File: config.mk
export PLATFORM = sky130hd
export DESIGN_NAME = sprite_blit
export DESIGN_NICKNAME = d
export VERILOG_FILES = /design/src/rtl/sprite_blit.sv
export SDC_FILE = /design/constraint.sdc
export NUM_CORES = 1
export LEC_CHECK = 0
export ABC_AREA = 0
export BUFFER_PORTS_ARGS = -buffer_cell sky130_fd_sc_hd__buf_2
export CORE_AREA = 5 5 87 89
export DETAILED_ROUTE_END_ITERATION = 8
export DIE_AREA = 0 0 92 94
export PLACE_DENSITY = 0.77
export SYNTH_ARGS = -nofsm -noshare
export SYNTH_HDL_FRONTEND = slang
export SYNTH_SLANG_ARGS = --single-unit
export TNS_END_PERCENT = 50
File: constraint.sdc
create_clock -name clk -period 6.95 [get_ports clk]
set_clock_uncertainty 0.1 [all_clocks]
set_input_delay 0 -clock clk [delete_from_list [all_inputs] [get_ports clk]]
set_output_delay 0 -clock clk [all_outputs]
set_load 0.02 [all_outputs]
File: src/rtl/sprite_blit.sv
// Sprite blitter: streams one sprite out of a shared synchronous ROM and emits
// one clipped, colour-keyed plot per pixel towards the VGA adapter.
module sprite_blit #(
  parameter int                  SPR_W      = 16,
  parameter int                  SPR_H      = 16,
  parameter int                  NUM_SPR    = 2,
  parameter int                  COLOUR_W   = 9,
  parameter int                  X_W        = 8,
  parameter int                  Y_W        = 7,
  parameter int                  SCREEN_W   = 160,
  parameter int                  SCREEN_H   = 120,
  parameter int                  ROM_LAT    = 1,
  parameter int                  TRANSP_EN  = 1,
  parameter logic [COLOUR_W-1:0] TRANSP_COL = '0,
  localparam int NPIX  = SPR_W * SPR_H,
  localparam int SEL_W = (NUM_SPR > 1) ? $clog2(NUM_SPR) : 1,
  localparam int A_W   = $clog2(NUM_SPR * NPIX)
) (
  input  logic                clk,
  input  logic                resetn,
  input  logic                start,
  input  logic [SEL_W-1:0]    sprite_sel,
  input  logic [X_W-1:0]      x_origin,
  input  logic [Y_W-1:0]      y_origin,
  output logic                busy,
  output logic                done,
  output logic [A_W-1:0]      rom_addr,
  input  logic [COLOUR_W-1:0] rom_q,
  output logic                plot,
  output logic [X_W-1:0]      x_out,
  output logic [Y_W-1:0]      y_out,
  output logic [COLOUR_W-1:0] colour_out
);

  localparam int CNT_W = $clog2(NPIX);
  localparam int DRN_W = $clog2(ROM_LAT + 1) + 1;

  typedef enum logic [1:0] {S_IDLE, S_FETCH, S_DRAIN, S_DONE} state_t;

  state_t               state, state_nx;
  logic [CNT_W-1:0]     cnt;
  logic [DRN_W-1:0]     drn_cnt;
  logic [SEL_W-1:0]     sel_q;
  logic [X_W-1:0]       xo_q;
  logic [Y_W-1:0]       yo_q;

  logic                 issue;
  logic [CNT_W-1:0]     pix_idx;
  logic [SEL_W-1:0]     pix_sel;
  logic [X_W-1:0]       pix_xo;
  logic [Y_W-1:0]       pix_yo;
  logic                 sel_ok;
  logic [X_W:0]         x_sum;
  logic [Y_W:0]         y_sum;
  logic                 in_scr;

  logic [ROM_LAT:0]     vld_p;
  logic [X_W-1:0]       x_p [0:ROM_LAT];
  logic [Y_W-1:0]       y_p [0:ROM_LAT];
  logic                 vis;

  function automatic logic [A_W-1:0] addr_of(input logic [SEL_W-1:0] sel,
                                             input logic [CNT_W-1:0] idx);
    logic [SEL_W+CNT_W-1:0] full;
    full = {sel, idx};
    return full[A_W-1:0];
  endfunction

  function automatic logic is_transp(input logic [COLOUR_W-1:0] c);
    return (TRANSP_EN != 0) && (c == TRANSP_COL);
  endfunction

  assign sel_ok = ({1'b0, sprite_sel} < (SEL_W+1)'(NUM_SPR));

  always_comb begin
    state_nx = state;
    issue    = 1'b0;
    pix_idx  = cnt;
    pix_sel  = sel_q;
    pix_xo   = xo_q;
    pix_yo   = yo_q;
    case (state)
      S_IDLE: begin
        if (start) begin
          pix_sel = sprite_sel;
          pix_xo  = x_origin;
          pix_yo  = y_origin;
          pix_idx = '0;
          if (sel_ok) begin
            state_nx = S_FETCH;
            issue    = 1'b1;
          end else begin
            state_nx = S_DONE;
          end
        end
      end
      S_FETCH: begin
        if (cnt == CNT_W'(NPIX - 1)) begin
          state_nx = S_DRAIN;
        end else begin
          issue   = 1'b1;
          pix_idx = cnt + CNT_W'(1);
        end
      end
      S_DRAIN: if (drn_cnt == DRN_W'(ROM_LAT)) state_nx = S_DONE;
      S_DONE:  state_nx = S_IDLE;
      default: state_nx = S_IDLE;
    endcase
  end

  // Screen position of the pixel whose address is being issued; one extra bit so nothing wraps
  assign x_sum  = {1'b0, pix_xo} + (X_W+1)'(int'(pix_idx) % SPR_W);
  assign y_sum  = {1'b0, pix_yo} + (Y_W+1)'(int'(pix_idx) / SPR_W);
  assign in_scr = (x_sum < (X_W+1)'(SCREEN_W)) && (y_sum < (Y_W+1)'(SCREEN_H));

  assign busy = (state != S_IDLE);
  assign done = (state == S_DONE);

  always_ff @(posedge clk or negedge resetn) begin
    if (!resetn) begin
      state    <= S_IDLE;
      cnt      <= '0;
      drn_cnt  <= '0;
      rom_addr <= '0;
    end else begin
      state <= state_nx;
      if (issue) begin
        cnt      <= pix_idx;
        rom_addr <= addr_of(pix_sel, pix_idx);
      end
      if (state == S_DRAIN) drn_cnt <= drn_cnt + DRN_W'(1);
      else                  drn_cnt <= '0;
    end
  end

  always_ff @(posedge clk) begin
    if (state == S_IDLE && start) begin
      sel_q <= sprite_sel;
      xo_q  <= x_origin;
      yo_q  <= y_origin;
    end
  end

  // p0: aligned with rom_addr; p[ROM_LAT]: aligned with rom_q
  always_ff @(posedge clk or negedge resetn) begin
    if (!resetn) vld_p <= '0;
    else         vld_p <= {vld_p[ROM_LAT-1:0], issue && in_scr};
  end

  always_ff @(posedge clk) begin
    x_p[0] <= x_sum[X_W-1:0];
    y_p[0] <= y_sum[Y_W-1:0];
    for (int k = 1; k <= ROM_LAT; k++) begin
      x_p[k] <= x_p[k-1];
      y_p[k] <= y_p[k-1];
    end
  end

  assign vis = vld_p[ROM_LAT] && !is_transp(rom_q);

  // Output stage: coordinates and colour only move on a real plot
  always_ff @(posedge clk or negedge resetn) begin
    if (!resetn) begin
      plot       <= 1'b0;
      x_out      <= '0;
      y_out      <= '0;
      colour_out <= '0;
    end else begin
      plot <= vis;
      if (vis) begin
        x_out      <= x_p[ROM_LAT];
        y_out      <= y_p[ROM_LAT];
        colour_out <= rom_q;
      end
    end
  end

endmodule

==> qor.csv <==
stage,metric,value,unit
clock_tree,ctsHtreeMaxLevel,3,
placement,portBuffers,63,
logic_synthesis,netlist_area,3540,um2
grt,grt_max_degree,41,
placement,post-place-ws,2990,ps
setup_path,ff2ff_setup_slack,2940,ps
logic_synthesis,synth_seq_cells,86,
routing,vias,2480,
setup_path,path_max_fanout,38,
placement,dp_hpwl,4710,um
cells_and_area,fin_cells,470,
timing,min_period_over_period,0.576,
cells_and_area,synthToLayoutAreaGrowth,24.4,%
routing,drt_wl_total,6700,um
logic_synthesis,yosys.cell_types.count,41,
cells_and_area,drive_gt1_frac,0.287,
pwr,peakVddDrop,0.179,mV
grt,grtUsageTotal,0.167,
logic_synthesis,yosysTopAreaCell,dfrtp_1,
clock_tree,cts_root_buf,clkbuf_8,
pwr,p_per_area,429,nW/um2
logic_synthesis,avgSynthCellArea,12.1,um2
setup_path,endpoint_kind,flop,
clock_tree,clock_sinks,86,
logic_synthesis,yosys_warnings,0,
logic_synthesis,yosysMostFrequentCell,dfrtp_1,
cells_and_area,finalNetCount,429,
timing,worstMarginPinSlew,916,ps
floorplan,rows,30,
timing,maxSlewHeadroom,0.389,
timing,tns,0,ps
floorplan,die_y,94,um
logic_synthesis,synth-seq-area-share,0.588,
setup_path,regToRegEndpoint,vld_p[0]$_DFF_PN0_,
floorplan,num_io_pins,64,
job,maxCapViolCount,0,
logic_synthesis,synth_edf_count,16,
grt,grt_pass1_vias,2541,
pwr,total_leakage_power,0.00199,uW
setup_path,cpMaxStageDelayCell,a21oi_1,
logic_synthesis,synth_ff_type,dfrtp_1,
clock_tree,clockBufferDepth,2,
setup_path,r2r-start,state[0]$_DFFE_PN0P_,
floorplan,die_area,8650,um2
cells_and_area,diodes,0,
timing,finalSetupViolations,0,
timing,hold_viol,0,
setup_path,worstSetupStartpoint,state[0]$_DFFE_PN0P_,
routing,drc,0,
grt,antenna_found_initial,0,
grt,grt_overflow,0,
setup_path,reg2regPathDepth,15,
routing,firstDrtPassIters,4,
logic_synthesis,ys_async_sr_fraction,0.465,
floorplan,fp.dieW,92,um
setup_path,critPathCapture,vld_p[0]$_DFF_PN0_,
clock_tree,numCtsBuffers,9,
run_status,status,"finished, final reports clean",
cells_and_area,num-fill-cells,513,
timing,setup_ws,2940,ps
setup_path,path_class,reg -> reg,
setup_path,start_kind,flop,
clock_tree,clk_latency,350,ps
clock_tree,clk_pin_slew,90,ps
logic_synthesis,syn-num-nets,336,
logic_synthesis,syn_inst,292,
grt,grt_first_pass_wirelength,11300,um
clock_tree,post_cts_buffers,0,
timing,rsz0062_at_grt,no,
placement,gp_congestion,0.827,
timing,fmax,250,MHz
clock_tree,cts_tree,built,
routing,first_iter_violations,92,
logic_synthesis,synth_top_area_share,0.283,
placement,dp.cells,428,
timing,layout_min_cycle_time,4010,ps
hold_path,worstHoldPathType,in -> reg,
routing,drt-wirelength-per-cell,14.3,um
floorplan,start_util,0.530,
timing,slew_violations,0,
routing,via_per_inst,5.28,
setup_path,critical_path.max_stage_delay,760,ps
routing,postRouteAntennaNets,0,
setup_path,crit_arrival,4180,ps
setup_path,crit_chain,inv_1 > ha_1 > nand2_4 > inv_4 > a21oi_1 > a22o_1 > ha_1 > inv_1 > fa_1 > nor2b_1 > o21a_1 > o22ai_1 > xor2_1 > or2_1 > a211oi_2,
logic_synthesis,yosys-top-cells-count,"dfrtp_1 (40), nand2_1 (38), dfxtp_1 (30), mux2_2 (25), edfxtp_1 (16)",
setup_path,required,7130,ps
placement,dpl_cell_area,3930,um2
clock_tree,cts_resized,0,
floorplan,coreArea,6680,um2
logic_synthesis,synth_area_leaders,"dfrtp_1 (28%), dfxtp_1 (17%), edfxtp_1 (14%)",
cells_and_area,stdcell_area,4400,um2
[per-stage QoR]
stage / hold slack [ps] / total power (uW) / utilization
after floorplan: -396 / 1320 / -
after global placement: 67.1 / 1500 / 0.589
after detailed placement: 74.8 / 1530 / 0.589
after CTS: 46.8 / 1910 / 0.659
after global routing: 70.8 / 2030 / 0.659
final: 60.2 / 1890 / 0.659
[area by class of cell]
cell class / count / area (um2) / area share
clock buffers: 9 / 124 / 0.0281
clock inverters: 7 / 86.3 / 0.0196
inverters: 14 / 55.1 / 0.0125
multi-input cells: 184 / 1370 / 0.312
flip-flops and latches: 86 / 2080 / 0.473
well taps: 80 / 100 / 0.0227
repair buffers: 90 / 583 / 0.132
[critical path, delay by kind of cell (launching register included)]
family / cells / cell delay [ps]
DFF: 1 / 410
buffers and inverters: 3 / 340
adders and majority gates: 3 / 850
xor gates and xnor gates: 1 / 180
and+or+nand+nor: 3 / 580
AOI/OAI and AO/OA: 5 / 1450
[sequential cells by signal (all words and copies together), names as in the netlist, named ones only]
register / flops
x_p: 16
y_p: 14
colour_out: 9
rom_addr: 8
x_out: 8
xo_q: 8
y_out: 7
yo_q: 7
drn_cnt: 2
state: 2
vld_p: 2
plot: 1
sel_q: 1
[layout by cell type, fill, tap and decap left out, types with 11 or more instances in the layout]
cell	Yosys	routed
dfrtp_1	40	40
nand2_1	38	38
nand3_1	11	11
ha_1	14	14
edfxtp_1	16	16
dlygate4sd3_1	0	26
nor2_1	11	11
buf_2	4	63
dfxtp_1	30	30
mux2_2	25	25
inv_1	13	13
[per-layer routing]
metal	GRT usage	up-vias	wire, um
li1	-	1214	-
met1	0.205	1177	2960
met2	0.275	74	3190
met3	0.0529	15	429
met4	0.0656	0	123
met5	0	-	0
[logic make-up (layout without fill, tap and decap cells)]
group,Yosys count,count (layout),share of synthesized area
AND/OR/NAND/NOR,75,75,0.0958
AO/OA/AOI/OAI,46,46,0.0933
flip-flops,86,86,0.588
adder cells (fa/ha/maj),16,16,0.0608
multiplexers,32,32,0.0993
buffers and inverters,22,120,0.0255
XOR/XNOR,15,15,0.0371
[where the power goes]
part	total (uW)	switching [uW]	internal (uW)	leakage (uW)
Sequential	794	80.6	713	0.000894
Combinational	732	427	306	0.000994
Clock	364	190	175	0.000105
[worst min-delay path by stage]
stage / startpoint / endpoint / slack (ps) / cells after the start
floorplan: resetn / async pin / -400 / 0
global placement: resetn / colour_out[0]$_DFFE_PN0P_ / 70 / 1
detailed placement: resetn / y_out[1]$_DFFE_PN0P_ / 70 / 1
CTS: start / y_p[0][5]$_DFF_P_ / 50 / 3
global route: start / y_p[0][5]$_DFF_P_ / 70 / 3
finish: start / y_p[0][5]$_DFF_P_ / 60 / 3
[what timing repair did]
item	4_1_cts	5_1_grt
hold buffers	26	0
endpoints found under the hold margin	76	0
setup endpoints to repair	0	0
(Power assumes the default switching activity.)
